File: config.mk
export PLATFORM = sky130hd
export DESIGN_NAME = dividend_rebuild_flat
export DESIGN_NICKNAME = d
export VERILOG_FILES = /design/src/rtl/dividend_rebuild_pkg.sv /design/src/rtl/dividend_rebuild_if.sv /design/src/rtl/dividend_rebuild.sv /design/src/flat_wrapper.sv
export SDC_FILE = /design/constraint.sdc
export NUM_CORES = 1
export LEC_CHECK = 0
export BUFFER_PORTS_ARGS = -buffer_cell sky130_fd_sc_hd__buf_2
export CAP_MARGIN = 20
export CORE_MARGIN = 2
export CORE_UTILIZATION = 53
export DETAILED_ROUTE_END_ITERATION = 8
export PLACE_DENSITY_LB_ADDON = 0.15
export REMOVE_ABC_BUFFERS = 1
export SETUP_SLACK_MARGIN = 0.15
export SYNTH_ARGS = -nofsm -noshare
export SYNTH_HDL_FRONTEND = slang
export SYNTH_SLANG_ARGS = --single-unit
File: constraint.sdc
create_clock -name clk -period 2 [get_ports clk]
set_clock_uncertainty 0.05 [all_clocks]
set_input_delay 0.3 -clock clk [delete_from_list [all_inputs] [get_ports clk]]
set_output_delay 0.3 -clock clk [all_outputs]
set_load 0.01 [all_outputs]
File: src/rtl/dividend_rebuild_pkg.sv
// Shared types and constants for the dividend rebuild block (A = Q*B + R).
// Holds the controller state encoding and the default operand width.
// Optional build macro used by the block: DIVIDEND_REBUILD_EARLY_EXIT_EN.
package dividend_rebuild_pkg;

  // Default operand/result width in bits.
  localparam int DEFAULT_WIDTH = 8;

  // Controller states: waiting for a request, shift-and-add, result held.
  typedef enum logic [1:0] {
    IDLE = 2'd0,
    RUN  = 2'd1,
    DONE = 2'd2
  } state_t;

endpackage

File: src/rtl/dividend_rebuild_if.sv
// Operand/result bundle for dividend_rebuild.
// Ports: start, Q, B, R flow requester -> block; A, ok, err, busy flow back.
// master = requester side, slave = dividend_rebuild side.
interface dividend_rebuild_if
  import dividend_rebuild_pkg::*;
#(
  parameter int WIDTH = DEFAULT_WIDTH
) ();

  logic             start;  // level request, only looked at while idle
  logic [WIDTH-1:0] Q;      // quotient operand
  logic [WIDTH-1:0] B;      // divisor operand
  logic [WIDTH-1:0] R;      // remainder operand
  logic [WIDTH-1:0] A;      // rebuilt dividend, truncated to WIDTH bits
  logic             ok;     // result valid and consistent
  logic             err;    // result invalid: overflow or R >= B
  logic             busy;   // operation in progress

  modport master (
    output start, Q, B, R,
    input  A, ok, err, busy
  );

  modport slave (
    input  start, Q, B, R,
    output A, ok, err, busy
  );

endinterface

File: src/rtl/dividend_rebuild.sv
// Purpose: rebuilds a dividend A = Q*B + R with a serial shift-and-add and flags
//   overflow or an out-of-range remainder (R >= B) as err, otherwise ok.
// Latency: WIDTH+1 edges after start is sampled; with DIVIDEND_REBUILD_EARLY_EXIT_EN
//   defined, the run stops as soon as the remaining quotient bits are all zero.
// Backpressure: none; a held start never retriggers, the result is held until start
//   drops, and a new operation needs start low then high again.
// Ports: clk, reset_n (async, active-low), bus (dividend_rebuild_if.slave).
module dividend_rebuild
  import dividend_rebuild_pkg::*;
#(
  parameter int WIDTH = DEFAULT_WIDTH
) (
  input  logic               clk,
  input  logic               reset_n,
  dividend_rebuild_if.slave  bus
);

  // Counter must be able to hold the value WIDTH itself.
  localparam int              CW       = $clog2(WIDTH + 1);
  localparam logic [CW-1:0]   CNT_LAST = CW'(WIDTH);

  state_t             state;
  state_t             state_nxt;

  logic [WIDTH-1:0]   q_sh;     // remaining quotient bits, LSB consumed first
  logic [2*WIDTH-1:0] b_sh;     // divisor weighted by the current quotient bit
  logic [2*WIDTH-1:0] acc;      // running Q*B + R; cannot wrap at 2*WIDTH bits
  logic [CW-1:0]      cnt;      // quotient bits consumed so far
  // The remainder check only ever needs R >= B, so the comparison is taken once
  // when the operands are latched instead of keeping both operands around.
  logic               r_ge_b;

  logic [WIDTH-1:0]   a_q;
  logic               ok_q;
  logic               err_q;

  logic               run_done;
  logic               err_calc;

`ifdef DIVIDEND_REBUILD_EARLY_EXIT_EN
  // Once no quotient bits are left, further steps cannot change acc.
  assign run_done = (cnt == CNT_LAST) || (q_sh == '0);
`else
  assign run_done = (cnt == CNT_LAST);
`endif

  // Any bit above WIDTH means the truncated A is not the true dividend.
  assign err_calc = (acc[2*WIDTH-1:WIDTH] != '0) || r_ge_b;

  // Next-state logic.
  always_comb begin
    state_nxt = state;
    case (state)
      IDLE:    if (bus.start) state_nxt = RUN;
      RUN:     if (run_done)  state_nxt = DONE;
      DONE:    if (!bus.start) state_nxt = IDLE;
      default: state_nxt = IDLE;
    endcase
  end

  // State register and datapath.
  always_ff @(posedge clk or negedge reset_n) begin
    if (!reset_n) begin
      state  <= IDLE;
      q_sh   <= '0;
      b_sh   <= '0;
      acc    <= '0;
      cnt    <= '0;
      r_ge_b <= 1'b0;
      a_q    <= '0;
      ok_q   <= 1'b0;
      err_q  <= 1'b0;
    end else begin
      state <= state_nxt;
      case (state)
        IDLE: begin
          if (bus.start) begin
            q_sh   <= bus.Q;
            b_sh   <= {{WIDTH{1'b0}}, bus.B};
            acc    <= {{WIDTH{1'b0}}, bus.R};
            cnt    <= '0;
            r_ge_b <= (bus.R >= bus.B);
          end
        end
        RUN: begin
          if (run_done) begin
            a_q   <= acc[WIDTH-1:0];
            err_q <= err_calc;
            ok_q  <= !err_calc;
          end else begin
            if (q_sh[0]) acc <= acc + b_sh;
            b_sh <= b_sh << 1;
            q_sh <= q_sh >> 1;
            cnt  <= cnt + CW'(1);
          end
        end
        DONE: begin
          // Flags drop on the way back to IDLE; A keeps the last result.
          if (!bus.start) begin
            ok_q  <= 1'b0;
            err_q <= 1'b0;
          end
        end
        default: ;
      endcase
    end
  end

  assign bus.A    = a_q;
  assign bus.ok   = ok_q;
  assign bus.err  = err_q;
  assign bus.busy = (state == RUN);

endmodule

File: src/flat_wrapper.sv
// flat-port wrapper written by rule: the top's interface ports become plain ports
module dividend_rebuild_flat import dividend_rebuild_pkg::*;
#(
  parameter int WIDTH = DEFAULT_WIDTH
)
  (clk, reset_n, bus_start, bus_Q, bus_B, bus_R, bus_A, bus_ok, bus_err, bus_busy);
  dividend_rebuild_if #(.WIDTH(WIDTH)) bus_i ();
  input  logic clk;
  input  logic reset_n;
  input wire logic [$bits(bus_i.start)-1:0] bus_start;
  input wire logic [$bits(bus_i.Q)-1:0] bus_Q;
  input wire logic [$bits(bus_i.B)-1:0] bus_B;
  input wire logic [$bits(bus_i.R)-1:0] bus_R;
  output wire logic [$bits(bus_i.A)-1:0] bus_A;
  output wire logic [$bits(bus_i.ok)-1:0] bus_ok;
  output wire logic [$bits(bus_i.err)-1:0] bus_err;
  output wire logic [$bits(bus_i.busy)-1:0] bus_busy;
  assign bus_i.start = bus_start;
  assign bus_i.Q = bus_Q;
  assign bus_i.B = bus_B;
  assign bus_i.R = bus_R;
  assign bus_A = bus_i.A;
  assign bus_ok = bus_i.ok;
  assign bus_err = bus_i.err;
  assign bus_busy = bus_i.busy;
  dividend_rebuild #(.WIDTH(WIDTH)) u_core (.clk(clk), .reset_n(reset_n), .bus(bus_i));
endmodule
# [Word level (Yosys, flattened, before mapping)]
# Index checks and enable logic that the tools add are counted.
[word_totals] ff_bits=57 out_inout_bits=11 elab_cells=54
[classes] magnitude_cmp=1 reduce_logical=12 eq_ne=8 mux=22 n_addsub=2
[op_table] operator="two-way mux 16 bit" n=5
[op_table] operator="case mux 16 bit (2 select lines)" n=2
[op_table] operator="adder 16 bit" n=1
[op_table] operator="two-way mux 8 bit" n=2
[op_table] operator="case mux 8 bit (2 select lines)" n=1
[op_table] operator="AND reduction 3 bit" n=3
[op_table] operator="greater-or-equal comparator 8 bit" n=1
[op_table] operator="two-way mux 4 bit" n=2
[op_table] operator="case mux 4 bit (2 select lines)" n=1
[op_table] operator="nonzero test 8 bit" n=1
[op_table] operator="two-way mux 2 bit" n=3
[op_table] operator="!= test 2 bit, second input constant" n=3
[op_table] operator="case mux 2 bit (3 select lines)" n=1
[op_table] operator="adder 4 x 1 -> 4 bit, second input constant" n=1
[op_table] operator="equality test 4 bit, second input constant" n=1
[op_table] operator="!= test 2 x 1 -> 1 bit, second input constant" n=2
[op_table] operator="case mux 1 bit (2 select lines)" n=2
[op_table] operator="AND reduction 2 bit" n=2
[op_table] operator="AND reduction 4 bit" n=1
[op_table] operator="nonzero test 2 bit" n=2
[op_table] operator="two-way mux 1 bit" n=3
[op_table] operator="equality test 2 x 1 -> 1 bit, second input constant" n=1
[op_table] operator="equality test 2 bit, second input constant" n=1
[op_table] operator="zero test 2 bit" n=1
[op_table] operator="other kinds (2)" n=2

# [Depth between registers and ports, before layout]
# Gate-level depths: netlist of the first run.
[depth] depth_word=5 ltp_mapped=8

# [Worst setup path before layout of the first run]
# No wires, ideal clock.
[synth_path] path_kind="flip-flop to flip-flop" from="register u_core.b_sh[4]" to="register u_core.acc[14]" t_required_ns=1.821 t_arrival_ns=1.843 stages_incl_launch_ff=8 setup_time_ns=0.129 setup_slack_ns=-0.022 path_buffers=0 cell_sequence="dfrtp_1 > ha_1 > nand2_1 > o211a_1 > or4_4 > a21oi_2 > o21a_1 > o31ai_2"
[synth_between] elab_chain_len=4
[synth_rtl] item="from (decl)" line_no="dividend_rebuild.sv:26" source="logic [2*WIDTH-1:0] b_sh;"
[synth_rtl] item="from (signal assigned)" line_no="dividend_rebuild.sv:79" source="b_sh <= {{WIDTH{1'b0}}, bus.B};"
[synth_rtl] item="from (signal assigned)" line_no="dividend_rebuild.sv:92" source="b_sh <= b_sh << 1;"
[synth_rtl] item="adder 16 bit" line_no="dividend_rebuild.sv:91" source="if (q_sh[0]) acc <= acc + b_sh;"
[synth_rtl] item="two-way mux 16 bit" line_no="dividend_rebuild.sv:91"
[synth_rtl] item="two-way mux 16 bit" line_no="dividend_rebuild.sv:86" source="if (run_done) begin"
[synth_rtl] item="case mux 16 bit (2 select lines)" line_no="dividend_rebuild.sv:75" source="case (state)"
[synth_rtl] item="to (signal assigned)" line_no="dividend_rebuild.sv:80" source="acc <= {{WIDTH{1'b0}}, bus.R};"
[synth_rtl] item="to (signal assigned)" line_no="dividend_rebuild.sv:91"
[synth_rtl] item="to (decl)" line_no="dividend_rebuild.sv:27" source="logic [2*WIDTH-1:0] acc;"
# No other way between the ends. The select of a mux whose other input is x is not followed.
# A chain may end at the register's enable or synchronous reset.

# [Worst setup path in the final report of the first run]
[layout_path] from="register u_core.b_sh[0]" to="register u_core.acc[14]"
# Same word-level chain as after synthesis.

==> flow_results.org, run 1 <==
** Status
- The run finished, with violations left.
- Violations in the final reports :: negative setup slack

** Synth
- Register bit total from synthesis :: 57
- The biggest area contributor in the post-synthesis netlist is dfrtp_1.
- Area share of the largest cell type after synthesis :: 42.9%
- Top cell types by occurrence after synthesis :: 57 x dfrtp_1, 47 x nand2_1, 39 x o21ai_0
- The cell count after synthesis came out at 338.
- Prevailing post-synth register cell :: dfrtp_1
- Sequential fraction of the synthesis area :: 42.9%
- Post-synth EDFFs :: 0
- Biggest area contributors in the synthesized netlist :: dfrtp_1 43%, ha_1 11%, mux2i_1 6.3%
- Synthesized area per cell :: 9.83 sq um
- After synthesis the cells add up to 0.00332 sq mm.
- After synthesis, the share of flip-flops with an asynchronous set or reset is 100%.
- Yosys printed 0 warnings.
- Number of distinct library cell variants in the gate-level netlist after synthesis :: 42
- Cell with the most instances after synthesis :: dfrtp_1

** Setup path
- Type of element capturing the critical path :: flip-flop
- The number of cells on the worst reg-to-reg path is 8.
- The setup check on the worst reg-to-reg path leaves a slack of -100 ps.
- CP endpoint :: u_core.acc[14]$_DFFE_PN0P_
- STA classifies the critical path startpoint as a flip-flop.
- Tracing the worst setup path back leads to its startpoint at u_core.b_sh[0]$_DFFE_PN0P_.
- Data arrival, critical path :: 2290 ps
- STA puts the critical path data required time at 2190 ps.
- Of all nets on the critical path, the largest fanout is 2.
- FF-to-FF End :: u_core.acc[14]$_DFFE_PN0P_
- The critical path is of the reg2reg type.
- Crit Reg-Reg Startpoint :: u_core.b_sh[0]$_DFFE_PN0P_

** Pwr
- The share of total power dissipated in sequential elements is 26.6%.
- Net Sw Frac :: 39.1%
- Combinational logic is responsible for 55.0% of the overall power.
- Internal portion of total power :: 4.38 mW
- The clock network accounts for 18.4% of the total power.
- Reported net switching power :: 2.81 mW
- After layout, the design draws a total of 7.20 mW.
- In this run the power density over the cells is 1620 mW/mm^2.
- Max IR drop VDD :: 0.00104 V
- Leak :: 2.15 nW

** Clocking
- The longest clock path from root to sink contains 2 buffers.
- After clock tree synthesis, the clock-pin slew on the worst setup and hold paths is 70 ps.
- Clock latency on the worst-skew pair :: 340 ps
- The tree is rooted in a clkbuf_8.
- The H-tree was split into 3 levels.
- CTS saw 57 sinks.
- Clock tree from TritonCTS :: yes
- TritonCTS created 9 clock buffers.

** Place
- Detailed Place HPWL :: 5.28 mm
- Number of instances in the placed design :: 474
- At the end of routability-driven placement, the weighted congestion stood at 0.880.
- Count of input and output buffers :: 37

** Global routing
- For this run, global-route usage on met2 was measured as 37.2%.
- The number of global-route vias before repair is 2803.
- After global routing the overflow that remains totals 0.
- Pin count of the biggest net entering global routing :: 33
- For this run, the total global-route usage over all layers was measured as 22.9%.
- Global routing consumed, on the met3 layer, 4.77% of the routing resources.
- met2 is the most crowded layer.
- GR met1 Demand/Resource :: 30.2%
- The first global-routing pass estimated 12.9 mm of wire.
- Number of antenna violations at the first check in global routing :: 0

** Route
- The first routing iteration left 116 violations.
- Once detail routing completed, the nets flagged for antenna violations numbered 0.
- In the routed layout, each cell is associated on average with a via count of 5.56.
- Iteration count of the initial detailed-routing pass :: 4
- Number of remaining DRC errors :: 0
- Via total after detailed routing :: 2781
- Post-detailed-routing wire length :: 7.77 mm
- Wire length per cell :: 15.5 microns

** Cells and area
- The number of antenna diodes in the final layout is 0.
- The finished layout holds 500 standard cells, fillers aside.
- At the end of the flow, the number of nets in the layout was 476.
- Of the cells placed in the final design, the portion with a size suffix greater than 1 is 34.4%.
- Syn-to-layout area delta :: 33.4%

** STA
- Derived from the worst setup path, the maximum achievable clock frequency is 0.477 GHz.
- In the post-route analysis, the smallest setup slack over all paths is -95.1 ps.
- In the finished design, the share of the clock period the worst path needs comes to 105%.
- The worst pin sits at a relative slew slack of 59.1%.
- Final worst hold slack :: 139 ps
- After routing, the total negative slack on setup checks comes to -165 ps.
- At the pin with the least slew margin, the transition time is 614 ps.
- The total count of hold-check failures in the final report is 0.
- Setup violations remaining at the end of the flow were counted as 3.
- Setup repair after global routing could not meet its margin everywhere.
- Counting I/O delays and the setup requirement, the final critical path takes 2100 ps.
- The total count of max-transition violations in the final report came to 0.

** Die
- 38 I/O pins were placed.
- The floorplan has 28 rows.
- The floorplan step set the die height to 83.2 microns.
- Total core area :: 0.00599 sq mm
- Die X-Extent :: 83.2 microns
- Initial cell density of the core :: 55.5%
- Die area :: 0.00692 sq mm

** Worst hold path
- The startpoint identified for the worst hold timing path is bus_Q[7].
- The tightest min-delay check is of the in2reg type.

** Job
- The tool flagged a number of max-cap violations equal to 0.
==> cell type report <==
type	instances	area (sq um)
inverters	17	63.8
repair buffers	82	574
multi-input cells	253	2030
fillers	403	1560
clock buffers	10	138
clock inverters	6	105
well taps	75	93.8
flip-flops and latches	57	1430
==> sequential cells by signal (all words and copies together), names as in the netlist <==
name and cells:
u_core.acc 16, u_core.b_sh 16, u_core.bus.A 8, u_core.q_sh 8, u_core.cnt 4, u_core.state 2, u_core.bus.err 1, u_core.bus.ok 1
u_core.r_ge_b 1
==> cell families after synthesis <==
family | synth area share, %
AND/OR/NAND/NOR | 11.6
XOR/XNOR | 3.43
buffers and inverters | 3.28
adder cells (fa/ha/maj) | 11.1
multiplexers | 9.38
flip-flops | 42.9
AO/OA/AOI/OAI | 18.3
==> timing repair <==
action / CTS / global route
gates cloned: 0 / 0
setup buffers: 4 / 5
resized for setup: 18 / 39
pin swaps: 6 / 16
endpoints found under the setup margin: 18 / 43
hold endpoints to repair: 25 / 0
hold buffers: 1 / 0
==> layer usage <==
metal	wire length [microns]	part of all wire [%]
met1	3600	46
met2	3730	48
met3	259	3.3
met4	176	2.3
met5	0	0
==> per-stage QoR <==
stage / cell area (sq um) / setup WS (ps) / utilization [%]
2_1_floorplan: 3280 / -1530 / -
3_5_place_dp: 3860 / -114 / 64.4
4_1_cts: 4210 / -70.5 / 70.3
3_3_place_gp: 3860 / -62.6 / 64.4
6_report: 4430 / -95.1 / 74.0
5_1_grt: 4430 / -181 / 74.0
==> cells in the final DEF (no fill, tap or decap), drive strengths merged, types with 2 or more instances in the layout <==
cell	count
a22o	10
nand4b	3
inv	17
nand3	7
nor3	4
nand2b	3
bufinv	3
mux2	9
nand4	2
o211a	2
a31oi	2
buf	81
dfrtp	57
xnor2	9
nor2	7
a21o	6
mux2i	21
xor2	4
o21a	3
o31ai	2
nand2	47
nor2b	4
clkinv	3
a211oi	2
o21ai	40
clkbuf	10
ha	28
a21oi	24
o21bai	3
==> worst min-delay path by stage <==
stage          slack [ps]  cells past startpoint                     endpoint
6_report              140                      2   u_core.q_sh[7]$_DFFE_PN0P_
2_1_floorplan         -50                      0    u_core.acc[0]$_DFFE_PN0P_
4_1_cts               140                      2   u_core.q_sh[7]$_DFFE_PN0P_
3_5_place_dp          290                      1  u_core.bus.A[5]$_DFFE_PN0P_
5_1_grt               140                      2   u_core.q_sh[7]$_DFFE_PN0P_
3_3_place_gp          290                      1  u_core.bus.A[5]$_DFFE_PN0P_
==> critical path, stage by stage, from the launching register on <==
cell and delay, ps:
dfrtp_1 400, ha_4 150, fa_2 210, a21oi_2 70, o211a_1 220, or4_4 500, a21oi_4 140, nor3_1 70
o31ai_2 190
==> power groups by stage <==
stage,clock (mW),sequential [mW],combinational [mW]
floorplan,0,1.82,1.99
global placement,0,1.82,3.20
detailed placement,0,1.84,3.26
CTS,1.34,1.85,3.51
global route,1.40,1.97,4.36
finish,1.33,1.92,3.95
Note: power is estimated with default switching activity, not from simulation.
==> run 2, diff against run 1 <==
- SETUP_SLACK_MARGIN: 0.15 -> not set
- SLEW_MARGIN: not set -> 20
==> run 2 against run 1 <==
  * The flow still finishes with violations (negative setup slack)
  * Hold slack better by 6.8 ps
  * Wire length fell by 4.7%
  * Total power decreased by 5.7%
  * Clock power about the same
  * First-iteration DRC count fell by 17%
  * Clock-buffer cell count unchanged
  * Die area is the same
  * Utilization fell by 2.4 points
  * Critical path type unchanged
==> flow_results.org, run 2 (synthesis gave the netlist of run 1 again) <==
** Cells and area
- In the final layout, the share of cells above drive strength 1 is 31.3%.
- Most frequent cells in the layout :: 56 x dfrtp_1, 45 x nand2_1, 38 x buf_4, 37 x buf_2, 30 x o21ai_0
- The number of antenna diodes in the final layout is 0.
- Counting the fill cells in the layout gives 436.
- Syn-to-layout area delta :: 29.0%
- Biggest regs :: u_core.acc x16, u_core.b_sh x16
- Non-Filler Instances :: 497
- The final layout contains 473 nets.
- Most frequent standard cell in the layout excluding fill and tap cells :: dfrtp_1

** Pwr
- Max IR drop VDD :: 0.00103 V
- Ratio of total power to cell area :: 1580 mW/mm^2
- In this run the static leakage power is 2.12 nW.

** Setup path
- Critical path type :: reg2reg
- Data on the critical path is required at its endpoint by 2190 ps.
- Data arrival, critical path :: 2270 ps
- Critical path launch point type :: flip-flop
- STA classifies the critical path endpoint as a flip-flop.
- In this run the worst path has a maximum fanout of 2.

** Place
- At the placement stage, the worst setup path has a slack of -114 ps.
- Input and output buffers added on the ports amount to 37.
- Number of instances in the placed design :: 474
- Detailed Place HPWL :: 5.28 mm
- Routability congestion estimate :: 0.880

** Global routing
- Total grt overflow :: 0
- The number of global-route vias before repair was 2737.
- Wire length of the first global-routing pass :: 12.6 mm
- Entering global routing, the biggest net connects 33 pins.
- The initial antenna violation count came to 0.
- For this run, the total global-route usage over all layers was measured as 22.5%.

** Status
- Result of the run :: complete, but fails checks
- The final reports fail on negative setup slack.

** Clocking
- Buffer levels on the longest clock path :: 2
- After clock tree synthesis, the clock-pin slew on the worst setup and hold paths is 70 ps.
- Clock latency on the worst-skew pair :: 330 ps
- Counting the buffers created by CTS gives 9.
- Clock tree root driver cell :: clkbuf_8
- The clock drives 57 sinks.
- Clock tree from TritonCTS :: yes
- The H-tree generated during clock tree synthesis spans 3 levels.

** STA
- Final hold analysis gives a worst-case slack of 146 ps.
- The total count of max-transition violations in the final report was 0.
- Achievable frequency :: 0.480 GHz
- Setup repair after global routing missed its margin :: true
- Setup violations remaining at the end of the flow were counted as 3.
- Max-slew headroom :: 59.0%
- Portion of the clock cycle consumed by the worst path in the final layout :: 104%
- Subtracting the final worst setup slack from the clock period gives 2080 ps.
- The total count of hold-check failures in the final report is 0.
- Setup ws final :: -82.1 ps
- Pin slew with the least headroom to its limit :: 614 ps

** Route
- Detailed routing inserted a total of 2744 vias.
- In the final routed layout, each cell accounts on average for 14.9 microns.
- Iteration count of the initial detailed-routing pass :: 4
- In this run the top signal layer used is met4.
- Average via count per standard cell :: 5.52
- In the final routing, the length of wire on met1 measures 3.57 mm.
- In the detailed route, the total length drawn on met3 is 213 microns.
- Post-detailed-routing wire length :: 7.41 mm
- The first routing iteration left 96 violations.
- DRT antenna net count :: 0
- Summed over all nets, wire length on met2 after detailed routing comes to 3.48 mm.
- Number of remaining DRC errors :: 0

** Die
- Number of cell rows :: 28
- Die X-Extent :: 83.2 microns
- Total core area :: 0.00599 sq mm
- Initial cell density of the core :: 55.5%
- Pin placement for this block handled 38 I/O pins.
- The die covers 0.00692 sq mm.
- DIE HEIGHT :: 83.2 microns

** Worst hold path
- Hold Path Class :: in2reg

** Job
- Maximum Capacitance Violations :: 0
[run 2: changes by cell type in the layout (fill, tap and decap cells not counted), sizes merged]
cell and delta:
buf -3
[run 2: metrics by stage]
step	setup TNS (ps)	total power [mW]	cell area (sq um)	util [%]
3_5_place_dp	-403	5.10	3860	64.4
6_report	-155	6.79	4290	71.5
2_1_floorplan	-65980	3.81	3280	-
5_1_grt	-616	7.33	4290	71.5
3_3_place_gp	-105	5.02	3860	64.4
4_1_cts	-110	6.57	4170	69.6
[run 2: layout make-up]
class	instances	area [sq um]	area share, %
inverters	17	63.8	1.49
clock buffers	10	138	3.21
clock inverters	6	105	2.45
multi-input cells	253	1920	44.7
repair buffers	79	541	12.6
flip-flops and latches	57	1430	33.3
well taps	75	93.8	2.19
[run 2: repair_timing]
action | in CTS | in global routing
setup endpoints to repair | 8 | 25
gates resized for setup | 6 | 30
endpoints found under the hold margin | 25 | 0
pin swaps | 3 | 1
buffers inserted | 4 | 2
hold buffers | 1 | 0
[run 2: worst paths after layout]
check	slack, ps	from	end	cells past startpoint
max in group asynchronous	850	reset_n	u_core.r_ge_b$_DFFE_PN0P_	3
worst max register to register	-80	u_core.b_sh[0]$_DFFE_PN0P_	u_core.acc[14]$_DFFE_PN0P_	8
min in group asynchronous	470	reset_n	u_core.bus.A[5]$_DFFE_PN0P_	2
worst max-delay path	-80	u_core.b_sh[0]$_DFFE_PN0P_	u_core.acc[14]$_DFFE_PN0P_	8
worst min register to register	430	u_core.q_sh[1]$_DFFE_PN0P_	u_core.q_sh[1]$_DFFE_PN0P_	2
worst min-delay path	150	bus_Q[7]	u_core.q_sh[7]$_DFFE_PN0P_	2
[run 2: layer usage]
| layer | track usage, % | up-vias |
|---|---|---|
| li1 | - | 1369 |
| met2 | 36.1 | 40 |
| met1 | 30.2 | 1320 |
| met5 | 0 | - |
| met3 | 4.57 | 15 |
| met4 | 8.35 | 0 |
[run 2: power breakdown]
part | internal, mW | total, mW | switching (mW)
Clock | 0.855 | 1.32 | 0.467
Sequential | 1.56 | 1.87 | 0.304
Combinational | 1.75 | 3.60 | 1.85
[run 2: worst max-delay path, cell delays in order (launching register included)]
cell     delay, ps
dfrtp_1        400
ha_4           150
fa_2           210
a21oi_2         70
o211a_1        220
or4_4          510
a21oi_4        150
nor3_1          70
o31ai_2        170
